### src/rtl/mem_arb_pkg.sv
// Shared types and constants for the instruction/data memory arbiter.
// State encoding is fixed at two bits so it can be probed on legacy debug buses.
package mem_arb_pkg;

    localparam int          TIMEOUT_CYC_DEF = 16;
    localparam logic [31:0] ABORT_DATA      = 32'h0000_0000;

    typedef enum logic [1:0] {
        ST_IDLE    = 2'b00,
        ST_IF_WAIT = 2'b01,
        ST_DM_WAIT = 2'b10,
        ST_DONE    = 2'b11
    } arb_state_e;

endpackage

### src/rtl/mem_arbiter_if.sv
// Fetch, data and single-port memory signals of the arbiter.
// The master modport is the arbiter itself; slave is the CPU/memory environment.
interface mem_arbiter_if;

    logic        if_req_i;
    logic [31:0] if_addr_i;
    logic        if_ack_o;
    logic [31:0] if_rdata_o;

    logic        dm_req_i;
    logic        dm_we_i;
    logic [31:0] dm_addr_i;
    logic [31:0] dm_wdata_i;
    logic        dm_ack_o;
    logic [31:0] dm_rdata_o;

    logic        mem_en_o;
    logic        mem_we_o;
    logic [31:0] mem_addr_o;
    logic [31:0] mem_wdata_o;
    logic [31:0] mem_rdata_i;
    logic        mem_ready_i;

    logic        stall_o;
    logic        err_o;

    modport master (
        input  if_req_i, if_addr_i,
        input  dm_req_i, dm_we_i, dm_addr_i, dm_wdata_i,
        input  mem_rdata_i, mem_ready_i,
        output if_ack_o, if_rdata_o,
        output dm_ack_o, dm_rdata_o,
        output mem_en_o, mem_we_o, mem_addr_o, mem_wdata_o,
        output stall_o, err_o
    );

    modport slave (
        output if_req_i, if_addr_i,
        output dm_req_i, dm_we_i, dm_addr_i, dm_wdata_i,
        output mem_rdata_i, mem_ready_i,
        input  if_ack_o, if_rdata_o,
        input  dm_ack_o, dm_rdata_o,
        input  mem_en_o, mem_we_o, mem_addr_o, mem_wdata_o,
        input  stall_o, err_o
    );

endinterface

### src/rtl/mem_arbiter_wait_timer.sv
// Memory wait counter: cleared while idle, counts unanswered wait cycles,
// flags the last permitted cycle through tc.
module wait_timer
    import mem_arb_pkg::*;
#(
    parameter int TIMEOUT_CYC = TIMEOUT_CYC_DEF
) (
    input  logic clk_i,
    input  logic rst_i,
    input  logic clear,
    input  logic enable,
    output logic tc
);

    localparam logic [7:0] TC_VAL = 8'(TIMEOUT_CYC - 1);

    logic [7:0] cnt;

    always_ff @(posedge clk_i or negedge rst_i) begin
        if (!rst_i) begin
            cnt <= 8'd0;
        end else if (clear) begin
            cnt <= 8'd0;
        end else if (enable && !tc) begin
            cnt <= cnt + 8'd1;
        end
    end

    assign tc = (cnt == TC_VAL);

endmodule

### src/rtl/mem_arbiter.sv
// Fixed-priority arbiter sharing one memory port between fetch and data sides,
// with a per-transaction wait timeout.
//
//   state   | meaning
//   IDLE    | no transaction; grant data side first, then fetch
//   IF_WAIT | fetch command on memory port, waiting for ready
//   DM_WAIT | data command on memory port, waiting for ready
//   DONE    | one-cycle ack to owner (err if aborted), then back to IDLE
module mem_arbiter
    import mem_arb_pkg::*;
#(
    parameter int TIMEOUT_CYC = TIMEOUT_CYC_DEF
) (
    input  logic          clk_i,
    input  logic          rst_i,
    mem_arbiter_if.master bus
);

    localparam logic [1:0] IDLE    = ST_IDLE;
    localparam logic [1:0] IF_WAIT = ST_IF_WAIT;
    localparam logic [1:0] DM_WAIT = ST_DM_WAIT;
    localparam logic [1:0] DONE    = ST_DONE;

    logic [1:0]  state;
    logic [31:0] g_addr;
    logic [31:0] g_wdata;
    logic        g_we;
    logic        g_dm;
    logic        aborted;
    logic [31:0] if_rdata;
    logic [31:0] dm_rdata;
    logic        wait_st;
    logic        tmo;

    assign wait_st = (state == IF_WAIT) || (state == DM_WAIT);

    wait_timer #(.TIMEOUT_CYC(TIMEOUT_CYC)) u_wait_timer (
        .clk_i  (clk_i),
        .rst_i  (rst_i),
        .clear  (state == IDLE),
        .enable (wait_st && !bus.mem_ready_i),
        .tc     (tmo)
    );

    always_ff @(posedge clk_i or negedge rst_i) begin
        if (!rst_i) begin
            state    <= IDLE;
            g_addr   <= 32'd0;
            g_wdata  <= 32'd0;
            g_we     <= 1'b0;
            g_dm     <= 1'b0;
            aborted  <= 1'b0;
            if_rdata <= 32'd0;
            dm_rdata <= 32'd0;
        end else begin
            case (state)
                IDLE: begin
                    aborted <= 1'b0;
                    if (bus.dm_req_i) begin
                        state   <= DM_WAIT;
                        g_dm    <= 1'b1;
                        g_addr  <= bus.dm_addr_i;
                        g_we    <= bus.dm_we_i;
                        g_wdata <= bus.dm_wdata_i;
                    end else if (bus.if_req_i) begin
                        state   <= IF_WAIT;
                        g_dm    <= 1'b0;
                        g_addr  <= bus.if_addr_i;
                        g_we    <= 1'b0;
                        g_wdata <= 32'd0;
                    end
                end
                IF_WAIT, DM_WAIT: begin
                    // Stores never touch dm_rdata, even when aborted.
                    if (bus.mem_ready_i || tmo) begin
                        state   <= DONE;
                        aborted <= !bus.mem_ready_i;
                        if (!g_dm) begin
                            if_rdata <= bus.mem_ready_i ? bus.mem_rdata_i : ABORT_DATA;
                        end else if (!g_we) begin
                            dm_rdata <= bus.mem_ready_i ? bus.mem_rdata_i : ABORT_DATA;
                        end
                    end
                end
                default: begin
                    state <= IDLE;
                end
            endcase
        end
    end

    assign bus.mem_en_o    = wait_st;
    assign bus.mem_we_o    = g_we;
    assign bus.mem_addr_o  = g_addr;
    assign bus.mem_wdata_o = g_wdata;
    assign bus.if_ack_o    = (state == DONE) && !g_dm;
    assign bus.dm_ack_o    = (state == DONE) && g_dm;
    assign bus.err_o       = (state == DONE) && aborted;
    assign bus.if_rdata_o  = if_rdata;
    assign bus.dm_rdata_o  = dm_rdata;
    assign bus.stall_o     = (bus.if_req_i && !bus.if_ack_o) || (bus.dm_req_i && !bus.dm_ack_o);

endmodule

### src/flat_wrapper.sv
// flat-port wrapper written by rule: the top's interface ports become plain ports
module mem_arbiter_flat import mem_arb_pkg::*;
#(
    parameter int TIMEOUT_CYC = TIMEOUT_CYC_DEF
)
  (clk_i, rst_i, bus_if_req_i, bus_if_addr_i, bus_dm_req_i, bus_dm_we_i, bus_dm_addr_i, bus_dm_wdata_i, bus_mem_rdata_i, bus_mem_ready_i, bus_if_ack_o, bus_if_rdata_o, bus_dm_ack_o, bus_dm_rdata_o, bus_mem_en_o, bus_mem_we_o, bus_mem_addr_o, bus_mem_wdata_o, bus_stall_o, bus_err_o);
  mem_arbiter_if bus_i ();
  input  logic clk_i;
  input  logic rst_i;
  input wire logic [$bits(bus_i.if_req_i)-1:0] bus_if_req_i;
  input wire logic [$bits(bus_i.if_addr_i)-1:0] bus_if_addr_i;
  input wire logic [$bits(bus_i.dm_req_i)-1:0] bus_dm_req_i;
  input wire logic [$bits(bus_i.dm_we_i)-1:0] bus_dm_we_i;
  input wire logic [$bits(bus_i.dm_addr_i)-1:0] bus_dm_addr_i;
  input wire logic [$bits(bus_i.dm_wdata_i)-1:0] bus_dm_wdata_i;
  input wire logic [$bits(bus_i.mem_rdata_i)-1:0] bus_mem_rdata_i;
  input wire logic [$bits(bus_i.mem_ready_i)-1:0] bus_mem_ready_i;
  output wire logic [$bits(bus_i.if_ack_o)-1:0] bus_if_ack_o;
  output wire logic [$bits(bus_i.if_rdata_o)-1:0] bus_if_rdata_o;
  output wire logic [$bits(bus_i.dm_ack_o)-1:0] bus_dm_ack_o;
  output wire logic [$bits(bus_i.dm_rdata_o)-1:0] bus_dm_rdata_o;
  output wire logic [$bits(bus_i.mem_en_o)-1:0] bus_mem_en_o;
  output wire logic [$bits(bus_i.mem_we_o)-1:0] bus_mem_we_o;
  output wire logic [$bits(bus_i.mem_addr_o)-1:0] bus_mem_addr_o;
  output wire logic [$bits(bus_i.mem_wdata_o)-1:0] bus_mem_wdata_o;
  output wire logic [$bits(bus_i.stall_o)-1:0] bus_stall_o;
  output wire logic [$bits(bus_i.err_o)-1:0] bus_err_o;
  assign bus_i.if_req_i = bus_if_req_i;
  assign bus_i.if_addr_i = bus_if_addr_i;
  assign bus_i.dm_req_i = bus_dm_req_i;
  assign bus_i.dm_we_i = bus_dm_we_i;
  assign bus_i.dm_addr_i = bus_dm_addr_i;
  assign bus_i.dm_wdata_i = bus_dm_wdata_i;
  assign bus_i.mem_rdata_i = bus_mem_rdata_i;
  assign bus_i.mem_ready_i = bus_mem_ready_i;
  assign bus_if_ack_o = bus_i.if_ack_o;
  assign bus_if_rdata_o = bus_i.if_rdata_o;
  assign bus_dm_ack_o = bus_i.dm_ack_o;
  assign bus_dm_rdata_o = bus_i.dm_rdata_o;
  assign bus_mem_en_o = bus_i.mem_en_o;
  assign bus_mem_we_o = bus_i.mem_we_o;
  assign bus_mem_addr_o = bus_i.mem_addr_o;
  assign bus_mem_wdata_o = bus_i.mem_wdata_o;
  assign bus_stall_o = bus_i.stall_o;
  assign bus_err_o = bus_i.err_o;
  mem_arbiter #(.TIMEOUT_CYC(TIMEOUT_CYC)) u_core (.clk_i(clk_i), .rst_i(rst_i), .bus(bus_i));
endmodule
### config.mk
export PLATFORM = sky130hd
export DESIGN_NAME = mem_arbiter_flat
export DESIGN_NICKNAME = d
export VERILOG_FILES = /design/src/rtl/mem_arb_pkg.sv /design/src/rtl/mem_arbiter_if.sv /design/src/rtl/mem_arbiter_wait_timer.sv /design/src/rtl/mem_arbiter.sv /design/src/flat_wrapper.sv
export SDC_FILE = /design/constraint.sdc
export NUM_CORES = 1
export LEC_CHECK = 0
export CORE_AREA = 2 2 117 119
export DETAILED_ROUTE_END_ITERATION = 8
export DIE_AREA = 0 0 119 121
export PLACE_DENSITY = 0.84
export SYNTH_ARGS = -nofsm -noshare
export SYNTH_HDL_FRONTEND = slang
export SYNTH_SLANG_ARGS = --single-unit
### constraint.sdc
create_clock -name clk_i -period 4.4 [get_ports clk_i]
set_input_delay 0.44 -clock clk_i [delete_from_list [all_inputs] [get_ports clk_i]]
set_output_delay 0.44 -clock clk_i [all_outputs]
set_load 0.05 [all_outputs]
---- After elaboration in Yosys (flattened, before gate mapping) ----
Cells that the tools add are included.
cells by class
  add/sub/neg operators ................... 1
  eq/ne operators ......................... 6
  mux-type cells .......................... 16
  bitwise operators ....................... 2
  reduce and logical (&&, ||, !) cells .... 25
operators with widths
  operator               count
  $mux W32               5
  $mux W8                2
  $add A8 B1 Y8 const B  1
  $eq A8 B4 Y1 const B   1
  $logic_and A1 B1 Y1    7
  $mux W2                3
  $reduce_and A2 Y1      3
  $reduce_bool A2 Y1     3
  $logic_not A1 Y1       5
  $eq A2 B2 Y1 const B   2
  $mux W1                4
  $pmux W2 S2            1
  $reduce_and A4 Y1      1
  $logic_or A1 B1 Y1     3
  $ne A3 B3 Y1 const B   1
  $reduce_and A3 Y1      1
  $eq A2 B1 Y1 const B   1
  $logic_not A2 Y1       1
  $ne A2 B1 Y1 const B   1
  $not A1 Y1             2
  $pmux W1 S2            1
  $reduce_or A2 Y1       1
word-level totals
  bits in registers ....................... 141
  input port bits ......................... 134

---- Logic depth before layout (Yosys ltp) ----
Gate-level depths: netlist of run 1.
  depth after elaboration ................. 6
  mapped depth ............................ 7
  depth with buffers taken out ............ 6

---- Cells and area by module ----
A second synthesis of run 1 with hierarchy kept.
unflattened totals
  cells, all modules ...................... 532
  area, all modules ....................... 6093.3 µm²
by module, submodules not included
  module       times used  cells an instance  area an instance (µm²)  seq. area each (µm²)
  mem_arbiter  1           487                5641.7                  3328.2
  wait_timer   1           45                 451.7                   200.2

---- Least setup slack after synthesis of run 1 ----
Ideal clock, no wire load.
  path kind ............................... reg2out
  from .................................... register u_core.state[0]
  to ...................................... output bus_stall_o
  data arrival time ....................... 2.261 ns
  required time ........................... 3.960 ns
  setup slack ............................. 1.699 ns
  cell stages (with the launch flop) ...... 5
  buffers on the path ..................... 0
  path through ............................ dfrtp_1 > ha_1 > nor2b_1 > o21ai_0 > a21boi_0
between the ends
  longest elaborated chain between the ends .. 5
  elaborated cells between the ends (all ways) .. 8
RTL lines
  what                    line                source
  from (decl)             mem_arbiter.sv:24   logic [1:0] state;
  from (signal assigned)  mem_arbiter.sv:47   state <= IDLE;
  from (signal assigned)  mem_arbiter.sv:60   state <= DM_WAIT;
  from (signal assigned)  mem_arbiter.sv:66   state <= IF_WAIT;
  $eq A2 B2 Y1            mem_arbiter.sv:96   assign bus.if_ack_o = (state == DONE) && !g_dm;
  $logic_and A1 B1 Y1     mem_arbiter.sv:96
  via bus_if_ack_o        flat_wrapper.sv:18  output wire logic [$bits(bus_i.if_ack_o)-1:0] bus_if_ack_o;
  $logic_not A1 Y1        mem_arbiter.sv:101  assign bus.stall_o = (bus.if_req_i && !bus.if_ack_o) || (bus.dm_req_i && !bus.dm_ack_o);
  $logic_and A1 B1 Y1     mem_arbiter.sv:101
  $logic_or A1 B1 Y1      mem_arbiter.sv:101
  to (decl)               flat_wrapper.sv:26  output wire logic [$bits(bus_i.stall_o)-1:0] bus_stall_o;
The timed path passes the listed nets, and every way through them passes these cells.

---- Final worst setup path of run 1 ----
  from .................................... input bus_dm_req_i
  to ...................................... output bus_stall_o
between the ends
  longest elaborated chain between the ends .. 2
RTL lines
  what                 line                source
  from (decl)          flat_wrapper.sv:12  input wire logic [$bits(bus_i.dm_req_i)-1:0] bus_dm_req_i;
  $logic_and A1 B1 Y1  mem_arbiter.sv:101
  $logic_or A1 B1 Y1   mem_arbiter.sv:101
No other way between the ends.

==> results.cfg, run 1 <==
[status]
outcome = complete, no violations

[global_route]
grt_max_degree = 102
grt_use_total_pct = 22.64
overflow = 0
grt_pass1_vias = 4905
grt_pass1_wl_um = 25470
antenna_found_initial = 0

[routing]
dr.pass1.iters = 4
wl_per_cell_um = 18.30
wl_um = 15980
drtIter0Drc = 309
ant_nets = 0
vias_per_cell = 5.369
num_vias = 4687
route.detailed.drc = 0

[synthesis]
synth_top_area_share_pct = 62.62
synth_common_cells = 141 x dfrtp_1, 65 x a22o_1, 37 x nand2_1, 35 x o21ai_0, 34 x mux2i_1
syn_avg_cell_area_um2 = 13.01
synth_top_family_by_area = compound AO/OA/AOI/OAI gates
synth-compound-area-share_pct = 20.85
yosysMostFrequentCell = dfrtp_1
synth_edf_count = 0
synth_area_um2 = 5634
synth_seq_area_share_pct = 62.62
yosys_warnings = 0
synth_cell_types = 36
synthAdderAreaFrac_pct = 0.6662
synthesis.nets = 570
async_reset_ff_share_pct = 100.0
ys_top_cells_by_area = dfrtp_1 63%, a22o_1 10%, mux2i_1 6.0%, a32o_1 5.7%, o21ai_0 3.1%
synth-seq-cells = 141
synthSimpleGateAreaFrac_pct = 5.463
synth_area_leader_cell = dfrtp_1
synthMuxAreaShare_pct = 6.240
synth_ff_type = dfrtp_1
yosys.area_share.xor_xnor_pct = 0.6218
syn_inst = 433

[clock_network]
cts_hold_buf = 0
cts_setup_buffers = 0
cts-resized-gates = 0
h-tree-depth = 4
clk-insertion-delay-late_ns = 0.41
clockBufferDepth = 2
cts_root_buf = clkbuf_16
clk_pin_slew_worst_paths_ns = 0.06
tritoncts = built
cts_sinks = 141
cts_buffers = 17

[timing]
drv_slew = 0
slew_headroom_pct = 14.83
setup_viol_count_final = 0
finalCritPeriodShare_pct = 68.91
fin_setup_tns_ns = 0
rsz0062_at_grt = false
worst_pin_slew_ns = 1.277
hold_violations = 0
worst_slack_ns = 1.368
skew_ns = 0.007552
period_minus_slack_ns = 3.032
fmax_mhz = 329.8

[worst_setup_path]
critPathTopFamily = buffers and inverters
cp_num_buf_inv = 3
crit_chain = buf_2 > inv_1 > o21ai_0 > a21boi_0 > clkdlybuf4s50_1
crit_path_start_kind = input port
end_kind = output pin
path_max_fanout = 35
worstPathRequired_ns = 3.96
critPathArrivalTime_ns = 2.59
critPathMaxStageDelay_ns = 0.86
worstSetupPathType = in -> out
critPathSlowestCell = clkdlybuf4s50_1

[layout]
num_antenna_cells = 0
layout-drive-gt1-share_pct = 6.026
stdcell_count = 873
fillCellCount = 903
nets = 822
stdcell_area_um2 = 8982
areaGrowthSynthToFinish_pct = 59.43

[power]
clkPwrFrac_pct = 17.7
switching_share_pct = 46.89
power_frac_comb_pct = 55.3
leakage_nw = 3.942
total_power_mw = 8.140
p_int_mw = 4.323
p_sw_mw = 3.817
ir_drop_mv = 0.4071
power.density_nw_per_um2 = 906.2
pwr-share-seq_pct = 27.0

[die]
start_util_pct = 43.06
die_h_um = 121
core_area_um2 = 13090
die_area_um2 = 14400
die_x_um = 119
ioPinCount = 268
rows = 42

[place]
dp_slack_ns = 1.323
dp_cells = 842
io_buffers = 267
place_congestion = 0.8260
hpwl_um = 11380
placed_cell_area_um2 = 8387

[job]
maxCapViolCount = 0

[worst_hold_path]
hold_class = in -> async
[routing by layer]
| layer | vias to the layer above | share of wire, % | global-route usage [%] |
|---|---|---|---|
| li1 | 2127 | - | - |
| met1 | 2283 | 39 | 26.14 |
| met2 | 249 | 50 | 38.54 |
| met3 | 28 | 9.2 | 7.801 |
| met4 | 0 | 2.5 | 9.375 |
| met5 | - | 0 | 0 |
[registers in the layout, summed over array words and instances, names as in the netlist]
signal and cells:
u_core.bus.mem_addr_o 32, u_core.bus.mem_wdata_o 32, u_core.bus.mem_we_o 1, u_core.bus.if_rdata_o 32
u_core.g_dm 1, u_core.state 2, u_core.u_wait_timer.cnt 8, u_core.aborted 1
u_core.bus.dm_rdata_o 32
[worst reg2reg max path: stages, from the launching register on]
cell	delay, ns
dfrtp_1	0.38
inv_1	0.06
ha_1	0.46
nor2b_2	0.20
buf_4	0.34
nand2_1	0.76
a32o_1	0.51
[cells by family after synthesis]
group           Yosys count
compound gates          145
fa+ha+maj                 3
xor+xnor                  4
mux                      35
flops                   141
simple gates             62
buf+inv                  43
[through the flow]
stage	util, %	hold WS (ns)
3_3_place_gp	64.09	0.4624
5_1_grt	68.65	0.2029
2_1_floorplan	-	0.1444
3_5_place_dp	64.09	0.4696
4_1_cts	68.65	0.1703
6_report	68.65	0.1232
[worst paths after layout]
kind / startpoint / endpoint / slack, ns / cells past startpoint
max: bus_dm_req_i / bus_stall_o / 1.37 / 5
min: rst_i / u_core.bus.dm_rdata_o[22]$_DFFE_PN0P_ / 0.12 / 1
max reg2reg: u_core.state[0]$_DFFE_PN0P_ / u_core.bus.if_rdata_o[0]$_DFFE_PN0P_ / 1.58 / 6
min reg2reg: u_core.bus.mem_addr_o[11]$_DFFE_PN0P_ / u_core.bus.mem_addr_o[11]$_DFFE_PN0P_ / 0.48 / 2
max in group asynchronous: rst_i / u_core.bus.mem_wdata_o[2]$_DFFE_PN0P_ / 3.17 / 2
min in group clk_i: u_core.bus.mem_addr_o[11]$_DFFE_PN0P_ / u_core.bus.mem_addr_o[11]$_DFFE_PN0P_ / 0.48 / 2
[area by class of cell]
| cell class | count | area, um2 | area share (%) |
|---|---|---|---|
| Clock buffer | 19 | 432.9 | 4.820 |
| Clock inverter | 12 | 162.7 | 1.811 |
| Inverter | 5 | 18.77 | 0.2089 |
| Multi-Input combinational cell | 249 | 1921 | 21.38 |
| Sequential cell | 141 | 3528 | 39.28 |
| Tap cell | 176 | 220.2 | 2.452 |
| Timing Repair Buffer | 271 | 2699 | 30.05 |
[placed cells by master, fill, tap and decap left out, types with 2 or more instances in the layout]
| cell type | n |
|---|---|
| a21oi_1 | 3 |
| a22o_1 | 65 |
| a32o_1 | 32 |
| and2_1 | 3 |
| buf_4 | 4 |
| bufinv_16 | 3 |
| clkbuf_1 | 2 |
| clkbuf_16 | 17 |
| clkdlybuf4s50_1 | 265 |
| clkinv_4 | 3 |
| clkinvlp_4 | 2 |
| dfrtp_1 | 141 |
| ha_1 | 3 |
| inv_1 | 5 |
| inv_6 | 3 |
| mux2i_1 | 34 |
| nand2_1 | 37 |
| nand3_1 | 2 |
| nor2_1 | 9 |
| nor3_1 | 2 |
| o21ai_0 | 35 |
| xnor2_1 | 4 |
[power by group through the flow]
stage,clock [mW],combinational [mW],sequential [mW]
final,1.44,4.50,2.20
after global placement,0,4.44,2.19
after global routing,1.53,4.71,2.26
after floorplan,0,1.12,4.04
after detailed placement,0,4.51,2.21
after CTS,1.47,4.53,2.20
Note: power is estimated with default switching activity, not from simulation.
==> inputs of run 2 (changes only) <==
--- a/config.mk
+++ b/config.mk
@@ -5,10 +5,10 @@
 export SDC_FILE = /design/constraint.sdc
 export NUM_CORES = 1
 export LEC_CHECK = 0
-export CORE_AREA = 2 2 117 119
+export CORE_AREA = 2 2 127 129
 export DETAILED_ROUTE_END_ITERATION = 8
-export DIE_AREA = 0 0 119 121
-export PLACE_DENSITY = 0.84
+export DIE_AREA = 0 0 129 131
+export PLACE_DENSITY = 0.75
 export SYNTH_ARGS = -nofsm -noshare
 export SYNTH_HDL_FRONTEND = slang
 export SYNTH_SLANG_ARGS = --single-unit
==> constraint.sdc (replaced) <==
create_clock -name clk_i -period 2.55 [get_ports clk_i]
set_input_delay 0.255 -clock clk_i [delete_from_list [all_inputs] [get_ports clk_i]]
set_output_delay 0.255 -clock clk_i [all_outputs]
set_load 0.05 [all_outputs]
==> run 2 against run 1 <==
  * Sequential share of layout area shrank 0.72 points
  * Via count about the same
  * Cell area up 1.9%
==> results.cfg, run 2 (same netlist as run 1, synthesis figures left out) <==
[status]
outcome = complete, no violations

[routing]
wl_per_cell_um = 18.00
dr.pass1.iters = 4
route.detailed.drc = 0
wl_um = 16560
ant_nets = 0
num_vias = 4689
vias_per_cell = 5.097
drtIter0Drc = 244

[power]
pwr-share-seq_pct = 27.0
clkPwrFrac_pct = 18.2
switching_share_pct = 46.85
p_sw_mw = 6.675
ir_drop_mv = 0.7083
power.density_nw_per_um2 = 1557
power_frac_comb_pct = 54.7
p_int_mw = 7.572
leakage_nw = 4.004

[clock_network]
clk-insertion-delay-late_ns = 0.41
cts_sinks = 141
clockBufferDepth = 2
h-tree-depth = 4
tritoncts = built
clk_pin_slew_worst_paths_ns = 0.06
cts_setup_buffers = 0
cts_buffers = 17
cts_root_buf = clkbuf_16

[layout]
nets = 828
final_common_cell = clkdlybuf4s50_1
fillCellCount = 1255
layout-drive-gt1-share_pct = 7.244
layout_common_cells = 264 x clkdlybuf4s50_1, 141 x dfrtp_1, 65 x a22o_1, 37 x nand2_1, 35 x o21ai_0
num_antenna_cells = 0
areaGrowthSynthToFinish_pct = 62.40
regArea_um2 = 3528
multi_input_area_um2 = 1921

[global_route]
grt_pass1_wl_um = 25350
grt_max_degree = 64
overflow = 0
grt_pass1_vias = 4940
grt_use_total_pct = 19.56
antenna_found_initial = 0

[timing]
skew_ns = 0.008573
period_minus_slack_ns = 2.444
rsz0062_at_grt = false
timing.hold.ws_ns = 0.3998
hold_violations = 0
finalCritPeriodShare_pct = 95.83
worst_pin_slew_ns = 1.259
fmax_mhz = 409.2
setup_viol_count_final = 0
drv_slew = 0
slew_headroom_pct = 16.03
fin_setup_tns_ns = 0

[worst_setup_path]
crit_path_start_kind = register
path_max_fanout = 8
worstPathRequired_ns = 2.30
worstSetupPathType = reg -> out
r2r_cells = 4
r2r-end = u_core.bus.dm_rdata_o[12]$_DFFE_PN0P_
critPathArrivalTime_ns = 2.19
end_kind = output pin
ff2ff_setup_slack_ns = 0.21
regToRegStartpoint = u_core.state[0]$_DFFE_PN0P_

[place]
io_buffers = 267
place_congestion = 0.8204
hpwl_um = 11920

[die]
start_util_pct = 36.12
die_x_um = 129
core_area_um2 = 15600
die_h_um = 131
die_area_um2 = 16900
rows = 46
ioPinCount = 268

[job]
maxCapViolCount = 0

[worst_hold_path]
hold_class = in -> async
-- run 2: how the worst max path moves through the flow --
| stage | start | to | slack [ns] | cells past startpoint |
|---|---|---|---|---|
| floorplan | u_core.state[0]$_DFFE_PN0P_ | bus_stall_o | 0.03 | 4 |
| finish | u_core.state[0]$_DFFE_PN0P_ | bus_mem_en_o | 0.11 | 3 |
| detailed placement | u_core.state[0]$_DFFE_PN0P_ | u_core.bus.dm_rdata_o[18]$_DFFE_PN0P_ | 0.18 | 4 |
| global route | u_core.state[1]$_DFFE_PN0P_ | bus_mem_en_o | 0.009 | 3 |
| global placement | u_core.state[0]$_DFFE_PN0P_ | u_core.bus.dm_rdata_o[18]$_DFFE_PN0P_ | 0.29 | 4 |
| CTS | u_core.state[0]$_DFFE_PN0P_ | bus_mem_en_o | 0.07 | 3 |
-- run 2: cell type report --
class	count	area share, %
clock buffers	19	4.950
clock inverters	13	1.942
inverters	5	0.2051
multi-input cells	249	20.99
flip-flops and latches	141	38.56
well taps	216	2.954
repair buffers	277	30.40
-- run 2: power by group through the flow --
stage / clock, mW / sequential (mW) / combinational, mW
3_3_place_gp: 0 / 3.83 / 7.70
2_1_floorplan: 0 / 6.97 / 1.92
5_1_grt: 2.74 / 3.97 / 8.18
4_1_cts: 2.65 / 3.85 / 7.87
3_5_place_dp: 0 / 3.85 / 7.85
6_report: 2.60 / 3.85 / 7.80
-- run 2: stage by stage --
step	cell area, um2	power [mW]	std cells	util (%)	setup WS [ns]
3_3_place_gp	8509	11.54	887	54.56	0.2866
5_1_grt	9150	14.89	920	58.66	0.008672
4_1_cts	9150	14.37	920	58.66	0.07457
6_report	9150	14.25	920	58.66	0.1064
2_1_floorplan	5634	8.894	433	-	0.03365
3_5_place_dp	8509	11.71	887	54.56	0.1843
-- run 2: per-layer routing --
| layer | routed length, um | up-vias | track usage [%] |
|---|---|---|---|
| li1 | - | 2143 | - |
| met1 | 6702 | 2306 | 22.66 |
| met2 | 8173 | 219 | 33.61 |
| met3 | 1434 | 21 | 6.922 |
| met4 | 246 | 0 | 7.289 |
| met5 | 0 | - | 0 |
-- run 2: repair_timing --
item / CTS / global route
setup endpoints to repair: 0 / 0
hold endpoints to repair: 61 / 0
hold buffers: 1 / 0
resized for setup: 0 / 0
-- run 2: worst max-delay path, stage by stage (launching register included) --
cell and delay [ns]:
dfrtp_1 0.37, inv_1 0.06, ha_1 0.45, clkdlybuf4s50_1 0.90
